### config.mk
export PLATFORM = sky130hd
export DESIGN_NAME = stack_port
export DESIGN_NICKNAME = d
export VERILOG_FILES = /design/src/rtl/stack_pkg.sv /design/src/rtl/stack_bounds_chk.sv /design/src/rtl/stack_port.sv
export SDC_FILE = /design/constraint.sdc
export NUM_CORES = 1
export LEC_CHECK = 0
export CORE_ASPECT_RATIO = 0.9
export CORE_UTILIZATION = 43
export CTS_CLUSTER_DIAMETER = 120
export DETAILED_ROUTE_END_ITERATION = 8
export PLACE_DENSITY = 0.84
export SETUP_SLACK_MARGIN = 0.15
export SYNTH_ARGS = -nofsm -noshare
export SYNTH_HDL_FRONTEND = slang
export SYNTH_SLANG_ARGS = --single-unit
### constraint.sdc
create_clock -name clk -period 2.8 [get_ports clk]
set_clock_uncertainty 0.1 [all_clocks]
set_input_delay 0.84 -clock clk [delete_from_list [all_inputs] [get_ports clk]]
set_output_delay 0.84 -clock clk [all_outputs]
set_load 0.02 [all_outputs]
### src/rtl/stack_pkg.sv
// Shared types and constants for the stack port: FSM states, op encodings, empty pointer.
package stack_pkg;

    typedef enum logic [2:0] {
        StIdle,
        StPushWr,
        StPopRd,
        StResp,
        StErr
    } stack_state_e;

    localparam logic OP_PUSH = 1'b0;
    localparam logic OP_POP  = 1'b1;

    localparam logic [15:0] SP_EMPTY = 16'hFFFF;

endpackage

### src/rtl/stack_bounds_chk.sv
// Combinational overflow/underflow check for an empty-descending stack.
module stack_bounds_chk
    import stack_pkg::*;
#(
    parameter logic [15:0] STACK_LIMIT = 16'hFF00
) (
    input  logic [15:0] sp,
    input  logic        op,
    output logic        overflow,
    output logic        underflow
);

    assign overflow  = (op == OP_PUSH) && (sp < STACK_LIMIT);
    assign underflow = (op == OP_POP) && (sp == SP_EMPTY);

endmodule

### src/rtl/stack_port.sv
// Push/pop request port driving a memory bus and an external stack pointer,
// with bounds checking and an ack timeout.
module stack_port
    import stack_pkg::*;
#(
    parameter logic [15:0] STACK_LIMIT = 16'hFF00,
    parameter int unsigned ACK_TIMEOUT = 15
) (
    input  logic        clk,
    input  logic        reset,
    input  logic        req_valid,
    input  logic        req_op,
    input  logic [15:0] req_data,
    output logic        req_ready,
    output logic        resp_valid,
    output logic [15:0] resp_data,
    output logic        resp_err,
    input  logic [15:0] sp,
    output logic        sp_push,
    output logic        sp_pop,
    output logic [15:0] mem_addr,
    output logic [15:0] mem_wdata,
    output logic        mem_we,
    output logic        mem_re,
    input  logic [15:0] mem_rdata,
    input  logic        mem_ack
);

    localparam int unsigned CntW = $clog2(ACK_TIMEOUT + 1);
    localparam logic [CntW-1:0] CntLast = CntW'(ACK_TIMEOUT - 1);

    stack_state_e    r_state, w_state_d;
    logic [CntW-1:0] r_cnt, w_cnt_d;
    logic [15:0]     r_addr, r_wdata, r_resp_data;
    logic            r_rdy, r_resp_valid, r_resp_err;
    logic            w_accept, w_overflow, w_underflow, w_in_mem, w_ack;

    stack_bounds_chk #(
        .STACK_LIMIT (STACK_LIMIT)
    ) u_bounds (
        .sp        (sp),
        .op        (req_op),
        .overflow  (w_overflow),
        .underflow (w_underflow)
    );

    // r_rdy holds off acceptance until the first edge after reset release;
    // the pending response register covers the cycle after ERR.
    assign req_ready = (r_state == StIdle) && r_rdy && !r_resp_valid;
    assign w_accept  = req_valid && req_ready;
    assign w_in_mem  = (r_state == StPushWr) || (r_state == StPopRd);
    assign w_ack     = w_in_mem && mem_ack;

    assign mem_we    = (r_state == StPushWr);
    assign mem_re    = (r_state == StPopRd);
    assign sp_push   = mem_we && mem_ack;
    assign sp_pop    = mem_re && mem_ack;
    assign mem_addr  = r_addr;
    assign mem_wdata = r_wdata;

    assign resp_valid = r_resp_valid;
    assign resp_err   = r_resp_err;
    assign resp_data  = r_resp_data;

    always_comb begin
        w_state_d = r_state;
        w_cnt_d   = r_cnt;
        unique case (r_state)
            StIdle: begin
                if (w_accept) begin
                    w_cnt_d = '0;
                    if (w_overflow || w_underflow) begin
                        w_state_d = StErr;
                    end else if (req_op == OP_POP) begin
                        w_state_d = StPopRd;
                    end else begin
                        w_state_d = StPushWr;
                    end
                end
            end
            StPushWr, StPopRd: begin
                if (mem_ack) begin
                    w_state_d = StResp;
                    w_cnt_d   = '0;
                end else if (r_cnt == CntLast) begin
                    w_state_d = StErr;
                    w_cnt_d   = '0;
                end else begin
                    w_cnt_d = r_cnt + 1'b1;
                end
            end
            StResp, StErr: w_state_d = StIdle;
            default:       w_state_d = StIdle;
        endcase
    end

    always_ff @(posedge clk or negedge reset) begin
        if (!reset) begin
            r_state <= StIdle;
            r_cnt   <= '0;
            r_rdy   <= 1'b0;
        end else begin
            r_state <= w_state_d;
            r_cnt   <= w_cnt_d;
            r_rdy   <= 1'b1;
        end
    end

    always_ff @(posedge clk or negedge reset) begin
        if (!reset) begin
            r_addr  <= '0;
            r_wdata <= '0;
        end else if (w_accept) begin
            r_addr  <= (req_op == OP_POP) ? 16'(sp + 16'd1) : sp;
            r_wdata <= req_data;
        end
    end

    // Response is registered so success and error both surface two cycles after accept.
    always_ff @(posedge clk or negedge reset) begin
        if (!reset) begin
            r_resp_valid <= 1'b0;
            r_resp_err   <= 1'b0;
            r_resp_data  <= '0;
        end else begin
            r_resp_valid <= w_ack || (r_state == StErr);
            r_resp_err   <= (r_state == StErr);
            r_resp_data  <= (r_state == StPopRd && mem_ack) ? mem_rdata : '0;
        end
    end

endmodule
==> flow_metrics.env, run 1 <==
export IMPL_critical_path_required_ns=1.86
export IMPL_io_buffers=107
export IMPL_post_route_util_pct=71.2
export IMPL_clkPwrFrac_pct=16.7
export IMPL_cts_tree="built"
export IMPL_area_delta_synth_final_pct=56.0
export IMPL_drv_cap=0
export IMPL_yosys_top_cells_area="dfrtp_1 55%, mux2_2 6.8%, and3_1 4.2%"
export IMPL_die_h_um=76.6
export IMPL_critPathArrivalTime_ns=1.65
export IMPL_pre_cts_ws_ns=-0.364
export IMPL_vias_per_cell=5.26
export IMPL_path_clk_slew_ns=0.06
export IMPL_yosys_area_top_type_share_pct=54.6
export IMPL_placed_area_mm2=0.00397
export IMPL_syn_inst=244
export IMPL_violations="design-rule violations"
export IMPL_end_kind="primary output"
export IMPL_start_util_pct=45.6
export IMPL_path_buf_inv=3
export IMPL_gp_congestion=0.838
export IMPL_hp_class="primary input to asynchronous set/reset pin"
export IMPL_grt_pass1_vias=2395
export IMPL_fin_total_pwr_mw=3.83
export IMPL_ys_ff_latch=58
export IMPL_rsz0062_at_grt="false"
export IMPL_fin_cells=455
export IMPL_cp_cell_sequence="buf_4, nor3b_1, buf_4, dlygate4sd2_1"
export IMPL_clockBufferDepth=2
export IMPL_max_slew_worst_pin_slew_ns=0.514
export IMPL_slew_viol_final=0
export IMPL_slowest_delay_ns=0.37
export IMPL_fill_cells=433
export IMPL_critPathTopFamily="buffers and inverters"
export IMPL_final_hold_viol_count=0
export IMPL_clock_latency_ns=0.33
export IMPL_nets=436
export IMPL_min_period_ns=2.59
export IMPL_critical_path_max_fanout=10
export IMPL_p_comb_share_pct=49.1
export IMPL_drt_total_wl_um=6730
export IMPL_clock_root_buffer="clkbuf_8"
export IMPL_crit_type="register to primary output"
export IMPL_drive_above_1_share_pct=18.4
export IMPL_p_int_mw=2.40
export IMPL_num_vias=2393
export IMPL_postLayoutCellArea_mm2=0.00415
export IMPL_powerDensity_mw_per_mm2=924
export IMPL_wl_per_cell_um=14.8
export IMPL_crit_path_start_kind="register"
export IMPL_setup_viol=0
export IMPL_boundaryPins=108
export IMPL_vdd_ir_drop_max_v=0.000443
export IMPL_cts_setup_buffers=0
export IMPL_placed_cells=439
export IMPL_first_iter_violations=107
export IMPL_final_common_cell="clkdlybuf4s50_1"
export IMPL_core_mm2=0.00582
export IMPL_p_sw_mw=1.43
export IMPL_synth_area_mm2=0.00266
export IMPL_antennaDiodeCount=0
export IMPL_fmax_mhz=386
export IMPL_grt_start_max_net_pins=31
export IMPL_power_leakage_nw=1.83
export IMPL_cts_sinks=58
export IMPL_slowest_stage="dfrtp_1"
export IMPL_cts_max_level=3
export IMPL_worst_slack_ns=0.209
export IMPL_first_pass_iters=9
export IMPL_timing_final_crit_share_pct=92.5
export IMPL_cts_buffers_inserted=9
export IMPL_die_area_mm2=0.00650
export IMPL_cp_common_cell="buf_4"
export IMPL_synth_largest_area_cell="dfrtp_1"
export IMPL_outcome="finished, violations left"
export IMPL_relSlewSlack_pct=65.5
export IMPL_antenna_found_initial=0
export IMPL_yosysSeqAreaShare_pct=54.6
export IMPL_overflow=0
export IMPL_remaining_drc_errors=9
export IMPL_dpl_hpwl_um=5150
export IMPL_synth_cell_types=42
export IMPL_syn_nets=300
export IMPL_yosys_warnings=0
export IMPL_seq_power_share_pct=34.1
export IMPL_track_usage_pct=22.6
export IMPL_rows=26
export IMPL_die_w_um=84.9
export IMPL_switching_share_pct=37.4
export IMPL_mostFrequentLayoutCells="100 x clkdlybuf4s50_1, 58 x dfrtp_1, 30 x buf_4"
export IMPL_grt_first_pass_wirelength_um=11300
export IMPL_drtAntennaViolNets=0
export IMPL_avgSynthCellArea_um2=10.9
## Yosys cell counts
| library cell | n |
|---|---|
| a211oi_1 | 1 |
| a21o_1 | 1 |
| a21oi_1 | 16 |
| a22oi_1 | 1 |
| a31o_2 | 1 |
| a31oi_1 | 1 |
| and2_1 | 2 |
| and3_1 | 18 |
| and3b_1 | 1 |
| buf_2 | 3 |
| buf_4 | 2 |
| buf_6 | 1 |
| clkbuf_1 | 6 |
| conb_1 | 1 |
| dfrtp_1 | 58 |
| ha_1 | 3 |
| inv_1 | 3 |
| mux2_2 | 16 |
| mux2i_1 | 4 |
| nand2_1 | 13 |
| nand2b_1 | 1 |
| nand3_1 | 10 |
| nand3_2 | 2 |
| nand3b_1 | 1 |
| nand4_1 | 7 |
| nor2_1 | 20 |
| nor2_8 | 1 |
| nor2b_1 | 3 |
| nor3_1 | 6 |
| nor3b_1 | 5 |
| nor4_1 | 6 |
| o211ai_1 | 1 |
| o21ai_0 | 8 |
| o21bai_1 | 2 |
| o2bb2a_1 | 1 |
| o31a_1 | 1 |
| o31ai_1 | 1 |
| o41ai_1 | 1 |
| or3_1 | 2 |
| or4_1 | 1 |
| xnor2_1 | 9 |
| xor2_1 | 3 |
## registers in the layout, indices dropped and copies added (netlist names)
name        flops
mem_wdata      16
mem_addr       16
resp_valid      1
resp_data      16
resp_err        1
r_rdy           1
r_state         3
r_cnt           4
## area by class of cell
| type | instances | area [um^2] | area share (%) |
|---|---|---|---|
| Sequential cell | 58 | 1450 | 35.0 |
| Timing Repair Buffer | 137 | 1290 | 31.1 |
| Multi-Input combinational cell | 171 | 1140 | 27.6 |
| Clock buffer | 11 | 131 | 3.17 |
| Tap cell | 70 | 87.6 | 2.11 |
| Clock inverter | 5 | 31.3 | 0.755 |
| Inverter | 3 | 11.3 | 0.272 |
## worst reg2reg max path: cells and delay by family, from the launching register on
family	cells	cell delay, ns
AND/OR/NAND/NOR	2	0.29
buffers and inverters	2	0.35
flip-flops	1	0.37
AO/OA/AOI/OAI	2	0.82
## per-layer routing
layer  track usage, %  share of wire [%]  vias up
met4             6.78               0.77        0
li1                 -                  -     1145
met5                0                  0        -
met1             26.9                 41     1149
met2             38.5                 51       94
met3             8.02                7.7        5
## logic make-up (layout without fill, tap and decap cells)
kind of cell    Yosys count  count (layout)  synth area share, %
buf+inv                  15             156                 2.82
mux                      20              20                 8.29
simple gates             99              99                 20.7
flops                    58              58                 54.6
compound gates           36              36                 8.10
fa+ha+maj                 3               3                 1.41
other cells               1               1                0.141
xor+xnor                 12              12                 3.96
## power by group through the flow
| stage | Combinational, mW | Sequential (mW) | Clock [mW] |
|---|---|---|---|
| CTS | 1.88 | 1.31 | 0.667 |
| floorplan | 0.658 | 1.64 | 0 |
| global route | 2.02 | 1.35 | 0.696 |
| global placement | 1.85 | 1.30 | 0 |
| finish | 1.88 | 1.31 | 0.641 |
| detailed placement | 1.89 | 1.32 | 0 |
## stage by stage
| stage | hold WS [ns] | TNS [ns] |
|---|---|---|
| 2_1_floorplan | 0.366 | 0 |
| 5_1_grt | 0.177 | 0 |
| 6_report | 0.197 | 0 |
| 3_5_place_dp | 0.388 | -0.694 |
| 4_1_cts | 0.179 | 0 |
| 3_3_place_gp | 0.388 | -0.687 |
## what timing repair did
item	CTS	global route
endpoints found under the setup margin	5	3
cloned	0	0
hold buffers	0	0
resized for setup	16	8
## path summary, 6_finish.rpt
| path | end | startpoint | slack (ns) | depth (start not counted) |
|---|---|---|---|---|
| worst max-delay path | mem_we | r_state[1] | 0.21 | 4 |
| worst min-delay path | mem_addr[13] | reset | 0.20 | 1 |
| max in group asynchronous | mem_wdata[0] | reset | 1.86 | 2 |
| worst max register to register | r_state[0] | r_state[1] | 0.74 | 6 |
| min in group clk | mem_addr[12] | mem_addr[12] | 0.40 | 2 |
| worst min register to register | mem_addr[12] | mem_addr[12] | 0.40 | 2 |
(Power assumes the default switching activity.)
==> run 2, diff against run 1 <==
--- a/config.mk
+++ b/config.mk
@@ -6,10 +6,10 @@
 export NUM_CORES = 1
 export LEC_CHECK = 0
 export CORE_ASPECT_RATIO = 0.9
-export CORE_UTILIZATION = 43
+export CORE_UTILIZATION = 45
 export CTS_CLUSTER_DIAMETER = 120
 export DETAILED_ROUTE_END_ITERATION = 8
-export PLACE_DENSITY = 0.84
+export PLACE_DENSITY = 0.87
 export SETUP_SLACK_MARGIN = 0.15
 export SYNTH_ARGS = -nofsm -noshare
 export SYNTH_HDL_FRONTEND = slang
==> constraint.sdc (replaced) <==
create_clock -name clk -period 3.15 [get_ports clk]
set_clock_uncertainty 0.1 [all_clocks]
set_input_delay 0.945 -clock clk [delete_from_list [all_inputs] [get_ports clk]]
set_output_delay 0.945 -clock clk [all_outputs]
set_load 0.02 [all_outputs]
==> flow_metrics.env, run 2 (synthesis gave the netlist of run 1 again) <==
export IMPL_critical_path_max_fanout=2
export IMPL_clock_latency_ns=0.32
export IMPL_end_kind="primary output"
export IMPL_start_util_pct=46.7
export IMPL_rsz0062_at_grt="false"
export IMPL_vdd_ir_drop_max_v=0.000527
export IMPL_final_common_cell="clkdlybuf4s50_1"
export IMPL_remaining_drc_errors=0
export IMPL_fin_cells=437
export IMPL_timing_final_crit_share_pct=93.5
export IMPL_io_buffers=107
export IMPL_rows=26
export IMPL_track_usage_pct=22.6
export IMPL_rrSetupSlack_ns=1.11
export IMPL_drt_total_wl_um=6590
export IMPL_post_route_util_pct=71.5
export IMPL_clockBufferDepth=2
export IMPL_power_leakage_nw=1.76
export IMPL_worstReg2RegEnd="mem_addr[14]"
export IMPL_hp_start="mem_wdata[8]"
export IMPL_first_pass_iters=5
export IMPL_antenna_found_initial=0
export IMPL_slew_viol_final=0
export IMPL_core_mm2=0.00569
export IMPL_clock_root_buffer="clkbuf_8"
export IMPL_num_vias=2300
export IMPL_reg2reg_from="r_state[2]"
export IMPL_cts_tree="built"
export IMPL_first_iter_violations=111
export IMPL_path_clk_slew_ns=0.06
export IMPL_placed_cells=421
export IMPL_crit_path_start_kind="primary input"
export IMPL_gp_congestion=0.858
export IMPL_relSlewSlack_pct=58.0
export IMPL_cts_max_level=3
export IMPL_rr_worst_depth=6
export IMPL_mostFrequentLayoutCells="102 x clkdlybuf4s50_1, 57 x dfrtp_1, 20 x nor2_1"
export IMPL_boundaryPins=108
export IMPL_grt_first_pass_wirelength_um=10800
export IMPL_drtAntennaViolNets=0
export IMPL_critical_path_required_ns=2.10
export IMPL_grt_start_max_net_pins=33
export IMPL_wl_per_cell_um=15.1
export IMPL_overflow=0
export IMPL_crit_type="primary input to primary output"
export IMPL_setup_viol=0
export IMPL_min_period_ns=2.94
export IMPL_nets=418
export IMPL_dpl_hpwl_um=4830
export IMPL_antennaDiodeCount=0
export IMPL_die_w_um=83.0
export IMPL_hold_path_cell_count=1
export IMPL_die_area_mm2=0.00622
export IMPL_drv_cap=0
export IMPL_drive_above_1_share_pct=14.2
export IMPL_hold_end="mem_wdata[8]"
export IMPL_grt_pass1_vias=2237
export IMPL_critPathArrivalTime_ns=1.90
export IMPL_crit_start="mem_ack"
export IMPL_fill_cells=412
export IMPL_outcome="complete, no violations"
export IMPL_hp_class="register to register"
export IMPL_cts_buffers_inserted=9
export IMPL_final_hold_viol_count=0
export IMPL_cts_sinks=58
export IMPL_powerDensity_mw_per_mm2=877
export IMPL_die_h_um=74.9
export IMPL_area_delta_synth_final_pct=53.2
export IMPL_fmax_mhz=340
export IMPL_max_slew_worst_pin_slew_ns=0.630
export IMPL_vias_per_cell=5.26
export IMPL_cts_hold_buf=0
## run 2: cell count changes in the layout (fill, tap and decap cells not counted), moves of 2 or more
cell / before / now
buf_4: 30 / 11
and2_1: 0 / 2
and2_4: 2 / 0
buf_6: 2 / 0
bufinv_16: 0 / 2
clkdlybuf4s50_1: 100 / 102
## run 2: power by group
part / switching [mW] / leakage (nW) / internal [mW] / total, mW
combinational: 0.814 / 0.934 / 0.806 / 1.62
sequential: 0.180 / 0.719 / 1.02 / 1.20
clock: 0.290 / 0.109 / 0.464 / 0.755
## run 2: worst max-delay path by stage
stage	to	cells after the start	slack (ns)
final	sp_pop	4	0.21
after global routing	sp_pop	4	0.15
after CTS	sp_pop	4	0.03
after detailed placement	sp_pop	4	-0.24
after global placement	sp_pop	4	-0.23
after floorplan	sp_pop	3	0.38
## run 2: worst max-delay path, cell delays in order
cell and delay [ns]:
clkdlybuf4s50_1 0.47, nor2b_1 0.16, and2_1 0.16, clkbuf_2 0.17
## run 2: stage by stage
| stage | power, mW | setup TNS [ns] | cell area [um^2] | setup slack [ns] | hold slack [ns] |
|---|---|---|---|---|---|
| 6_report | 3.57 | 0 | 4070 | 0.206 | 0.403 |
| 5_1_grt | 3.78 | 0 | 4070 | 0.153 | 0.417 |
| 4_1_cts | 3.60 | 0 | 4070 | 0.0303 | 0.410 |
| 2_1_floorplan | 2.04 | 0 | 2660 | 0.382 | 0.366 |
| 3_3_place_gp | 2.77 | -0.411 | 3850 | -0.229 | 0.387 |
| 3_5_place_dp | 2.83 | -0.462 | 3850 | -0.241 | 0.396 |
## run 2: layout make-up
| class | count | area, um^2 | share of cell area, % |
|---|---|---|---|
| well taps | 70 | 87.6 | 2.15 |
| inverters | 3 | 11.3 | 0.276 |
| flip-flops and latches | 58 | 1450 | 35.7 |
| repair buffers | 119 | 1160 | 28.5 |
| multi-input cells | 171 | 1140 | 28.0 |
| clock buffers | 11 | 141 | 3.47 |
| clock inverters | 5 | 77.6 | 1.90 |
## run 2: metal layers
metal	vias to the layer above	global-route usage (%)	share of wire [%]
met5	-	0	0
met4	0	7.85	1.5
met3	11	7.46	8.3
met2	100	37.2	48
met1	1081	28.5	42
li1	1108	-	-
## run 2: what timing repair did
action | 4_1_cts | 5_1_grt
resized for setup | 7 | 5
endpoints found under the setup margin | 4 | 3
cloned | 0 | 0
buffers inserted | 0 | 0
